**src/rtl/mem_stage.sv**
```systemverilog
// MEM stage of the RV32 pipeline. It sits between EX and WB.
// It latches the EX->MEM bus and completes the read-response handshake for loads.
// Load data is byte/half-selected and extended. Results are forwarded to WB and to ID.
module mem_stage #(
   parameter int EX_TO_MEM_BUS_WD = 108,
   parameter int MEM_TO_WB_BUS_WD = 70,
   parameter int RDW_BUS_WD       = 39
) (
   input  logic                        clk,
   input  logic                        rst,
   input  logic                        WB_Allow_in,
   output logic                        MEM_Allow_in,
   input  logic                        EX_to_MEM_Valid,
   input  logic [EX_TO_MEM_BUS_WD-1:0] EX_to_MEM_Bus,
   input  logic [31:0]                 Read_data,
   input  logic                        Read_data_Valid,
   output logic                        Read_data_Ready,
   output logic                        MEM_to_WB_Valid,
   output logic [MEM_TO_WB_BUS_WD-1:0] MEM_to_WB_Bus,
   output logic [RDW_BUS_WD-1:0]       rdw_MEM_Bus,
   output logic                        Mem_Feedback
);

   typedef enum logic [1:0] {
      S_EMPTY   = 2'd0,
      S_WAIT_RD = 2'd1,
      S_HOLD    = 2'd2
   } state_t;

   state_t      state_q, state_d;
   logic        mem_valid_q, mem_valid_d;
   logic [31:0] ld_data_q;
   // Only the low 76 bits are needed past EX; rdata2 was consumed by the store in EX.
   logic [75:0] bus_q;

   logic        mem_ready;
   logic        rd_fire;
   logic        accept;
   logic [31:0] result;
   logic [2:0]  funct3;
   logic        is_load;
   logic        wb_wen;
   logic [4:0]  waddr;
   logic [31:0] pc;
   logic [31:0] wb_data;
   logic        wb_wen_out;
   logic        data_ok;
   logic        unused_bits;

   // Byte/half select from a word-aligned read, then sign or zero extend.
   function automatic logic [31:0] load_ext(input logic [2:0]  f3,
                                            input logic [1:0]  off,
                                            input logic [31:0] w);
      logic [31:0] sh;
      sh = w >> {off, 3'b000};
      case (f3)
         3'b000:  load_ext = {{24{sh[7]}}, sh[7:0]};
         3'b001:  load_ext = {{16{sh[15]}}, sh[15:0]};
         3'b100:  load_ext = {24'd0, sh[7:0]};
         3'b101:  load_ext = {16'd0, sh[15:0]};
         default: load_ext = w;
      endcase
   endfunction

   assign result  = bus_q[75:44];
   assign funct3  = bus_q[43:41];
   assign is_load = bus_q[40];
   assign wb_wen  = bus_q[37];
   assign waddr   = bus_q[36:32];
   assign pc      = bus_q[31:0];

   // STORE and MEM_wen were acted on in EX; rdata2 likewise.
   assign unused_bits = ^{EX_to_MEM_Bus[107:76], bus_q[39:38]};

   assign mem_ready       = (state_q == S_HOLD);
   assign rd_fire         = (state_q == S_WAIT_RD) & Read_data_Valid;
   assign MEM_Allow_in    = ~mem_valid_q | (mem_ready & WB_Allow_in);
   assign accept          = EX_to_MEM_Valid & MEM_Allow_in;
   assign Read_data_Ready = (state_q == S_WAIT_RD);
   assign Mem_Feedback    = ~(state_q == S_WAIT_RD);
   assign MEM_to_WB_Valid = mem_valid_q & mem_ready;

   assign wb_data    = is_load ? load_ext(funct3, result[1:0], ld_data_q) : result;
   assign wb_wen_out = wb_wen & mem_valid_q;
   assign data_ok    = ~is_load | (state_q == S_HOLD);

   assign MEM_to_WB_Bus = {wb_wen_out, waddr, wb_data, pc};
   assign rdw_MEM_Bus   = {data_ok, wb_wen_out, waddr, wb_data};

   // Next state: entry (including back-to-back) wins; otherwise a read handshake moves WAIT_RD to HOLD.
   always_comb begin
      state_d     = state_q;
      mem_valid_d = mem_valid_q;
      if (MEM_Allow_in) begin
         mem_valid_d = EX_to_MEM_Valid;
         if (EX_to_MEM_Valid) begin
            state_d = EX_to_MEM_Bus[40] ? S_WAIT_RD : S_HOLD;
         end else begin
            state_d = S_EMPTY;
         end
      end else if (rd_fire) begin
         state_d = S_HOLD;
      end
   end

   // Control state and captured load data; reset drops any outstanding load.
   always_ff @(posedge clk) begin
      if (rst) begin
         state_q     <= S_EMPTY;
         mem_valid_q <= 1'b0;
         ld_data_q   <= 32'd0;
      end else begin
         state_q     <= state_d;
         mem_valid_q <= mem_valid_d;
         if (rd_fire) begin
            ld_data_q <= Read_data;
         end
      end
   end

   // EX->MEM pipeline register; data only, qualified by mem_valid_q.
   always_ff @(posedge clk) begin
      if (accept) begin
         bus_q <= EX_to_MEM_Bus[75:0];
      end
   end

endmodule
```
**config.mk**
```make
export PLATFORM = sky130hd
export DESIGN_NAME = mem_stage
export DESIGN_NICKNAME = d
export VERILOG_FILES = /design/src/rtl/mem_stage.sv
export SDC_FILE = /design/constraint.sdc
export NUM_CORES = 1
export LEC_CHECK = 0
export BUFFER_PORTS_ARGS = -buffer_cell sky130_fd_sc_hd__buf_2
export CAP_MARGIN = 30
export CORE_MARGIN = 1.5
export CORE_UTILIZATION = 35
export DETAILED_ROUTE_END_ITERATION = 7
export GPL_ROUTABILITY_DRIVEN = 0
export GPL_TIMING_DRIVEN = 0
export MAX_ROUTING_LAYER = met4
export PLACE_DENSITY = 0.66
export SYNTH_ARGS = -nofsm -noshare
export SYNTH_HDL_FRONTEND = slang
export SYNTH_SLANG_ARGS = --single-unit
```
**constraint.sdc**
```tcl
create_clock -name clk -period 5.65 [get_ports clk]
set_input_delay 1.4125 -clock clk [delete_from_list [all_inputs] [get_ports clk]]
set_output_delay 1.4125 -clock clk [all_outputs]
set_load 0.03 [all_outputs]
```
==> out/qor.yml <==
status:
  status: "complete, no violations"
logic_synthesis:
  synthTopCellsByArea: "edfxtp_1 (44%), dfxtp_1 (14%), buf_4 (11%), nand2_1 (5.0%), a21oi_1 (3.8%)"
  synth.most_common_cell: "buf_4"
  syn-num-nets: 606
  synth_top_flop_cell: "edfxtp_1"
  synthTopCellsByCount: "buf_4 (77), edfxtp_1 (74), nand2_1 (67)"
  ys_seq_area_share_pct: 57.6
  synth_cell_type_count: 33
  synth_top_area_cell: "edfxtp_1"
  syn_area_per_cell_sq_um: 11.0
  synth-seq-cells: 109
  synthCells: 461
  synth-edff-count: 74
  ys_warn_count: 0
  synth-async-reset-ratio_pct: 0
  synth_area_sq_mm: 0.00508
  synth_top_area_share_pct: 43.8
clock_tree:
  hold_buffers: 0
  cts_buffers: 9
  cts_tree: "done"
  clk_path_buf_depth: 2
  postCtsSetupRepairBufs: 0
  cts_sinks: 109
  htree_levels: 3
  cts.reportedPaths.clkPinSlew_ns: 0.07
  clock-root-buffer: "clkbuf_16"
  clk_latency_ns: 0.35
  cts_resized: 0
critical_path:
  path_depth: 8
  cp_slowest_cell: "nor2_1"
  critPathRequiredTime_ns: 4.24
  cp-end-kind: "output pin"
  crit_type: "register to output pin"
  worstPathBufferInverterCount: 4
  path_cells: "buf_2, buf_1, nor2_1, nor2_1, o21ai_0, a21oi_1, buf_4, buf_2"
  crit_family: "buffers and inverters"
  worstSetupStartpointType: "register"
  cp.arrival_ns: 2.70
  slowest_delay_ns: 0.42
  critPathMaxFanout: 10
  reg2reg_depth: 6
min_path:
  min_path_cells: 2
  min_path_type: "register to register"
sta:
  rsz0062_at_grt: "no"
  final-hold-violation-count: 0
  setup_tns_ns: 0
  relSlewSlack_pct: 62.3
  fin_crit_ns: 4.11
  setup_viol: 0
  fmax_mhz: 243
  slew_violations: 0
  finalCritPeriodShare_pct: 72.7
  tightest_slew_ns: 0.566
  layout_setup_ws_ns: 1.54
  whs_ns: 0.464
  skew_ns: 0.00631
power_and_ir_drop:
  peakVddDrop_mv: 0.180
  p_leak_nw: 3.09
  powerDensity_mw_per_mm2: 287
route:
  drt-initial-drc-count: 148
  routedWlPerCell_um: 15.5
  routed_wl_mm: 13.7
  top_layer: "met4"
  met3WireLength_mm: 1.15
  dr.pass1.iters: 4
  wl_met1_mm: 5.44
  met2_length_mm: 6.88
  vias: 4153
  drcViolationCount: 0
  detail-route-antenna-nets: 0
  via_per_inst: 4.71
floorplan:
  ios: 258
  core-area_sq_mm: 0.0140
  start_util_pct: 36.1
  dieWidth_um: 123
  row_count: 43
  dieArea_sq_mm: 0.0152
  die_h_um: 123
grt:
  grt_max_degree: 39
  globalRouteOverflowTotal: 0
  grt_pass1_wl_mm: 20.5
  grt_usage_pct: 18.5
  first_global_vias: 4070
  antenna_found_initial: 1
placed_design:
  portBuffers: 222
  hpwl_mm: 10.9
  pre_cts_ws_ns: 1.97
final_layout:
  syn2layout_area_growth_pct: 32.9
  nFillCells: 1309
  finalNetCount: 840
  drive_gt1_share_pct: 46.4
flow_run:
  max_cap_viol_count: 0
worst min-delay path: stages, from the launching register on:
cell and delay (ns):
dfxtp_1 0.31, nand2_1 0.05, a21oi_1 0.05
flip-flops by register name, indices dropped and copies added, names as in the netlist:
signal and flops:
bus_q 74, mem_valid_q 1, state_q 2, ld_data_q 32
cell usage in the layout, fill, tap and decap left out, types with 2 or more instances in the layout:
cell,count
and3_1,16
a2bb2oi_1,5
inv_8,2
nor2b_1,3
buf_2,224
buf_4,77
nand3_1,3
a21oi_1,39
clkbuf_1,22
nand2_1,67
or3b_2,2
o21ai_0,16
a2111oi_4,2
and2_1,2
a211oi_1,8
clkbuf_16,9
mux2i_1,15
nand3b_1,11
nand2b_1,2
o221ai_1,5
clkinv_4,2
inv_1,9
dfxtp_1,35
nor3_1,8
edfxtp_1,74
a211o_1,16
buf_1,3
nor2_1,11
per-stage QoR:
stage / utilization [%] / area (sq um) / instances / power, mW
6_report: 48.0 / 6750 / 881 / 1.94
5_1_grt: 48.0 / 6750 / 881 / 2.01
4_1_cts: 48.0 / 6740 / 880 / 1.96
3_5_place_dp: 45.8 / 6430 / 864 / 1.31
3_3_place_gp: 45.7 / 6410 / 863 / 1.30
2_1_floorplan: - / 5080 / 461 / 1.18
worst paths after layout:
| path | endpoint | slack [ns] | from |
|---|---|---|---|
| worst max register to register | ld_data_q[9] | 3.79 | state_q[0] |
| worst max-delay path | rdw_MEM_Bus[1] | 1.54 | bus_q[45] |
| worst min register to register | ld_data_q[3] | 0.46 | ld_data_q[3] |
| worst min-delay path | ld_data_q[3] | 0.46 | ld_data_q[3] |
report_power, final:
part	switching (mW)	internal (mW)	total, mW
Combinational	0.232	0.140	0.371
Sequential	0.0176	0.897	0.914
Clock	0.299	0.354	0.653
Total	0.548	1.39	1.94
routing by layer:
| metal | global-route usage (%) | up-vias |
|---|---|---|
| li1 | - | 2029 |
| met3 | 4.89 | 14 |
| met1 | 20.9 | 1935 |
| met5 | - | - |
| met4 | 6.32 | 0 |
| met2 | 31.9 | 175 |
area by class of cell:
type                       count  area, sq um  share of cell area [%]
antenna                        1         2.50                  0.0371
buffer                       104          689                    10.2
clock buffer                  10          229                    3.39
clock inverter                 6         78.8                    1.17
inverter                      10         37.5                   0.556
multi-input combinational    238         1430                    21.2
sequential                   109         2920                    43.3
tap                          180          225                    3.34
timing repair buffer         223         1130                    16.8
kinds of logic (layout without fill, tap and decap cells):
group           after synthesis  in the layout  synth area share, %
mux                          16             16                 3.40
compound gates               93             93                 12.5
flops                       109            109                 57.6
buf+inv                     114            353                 14.3
other cells                   0              1                    0
simple gates                129            129                 12.2
No activity file was read; power rests on OpenSTA's default activity.
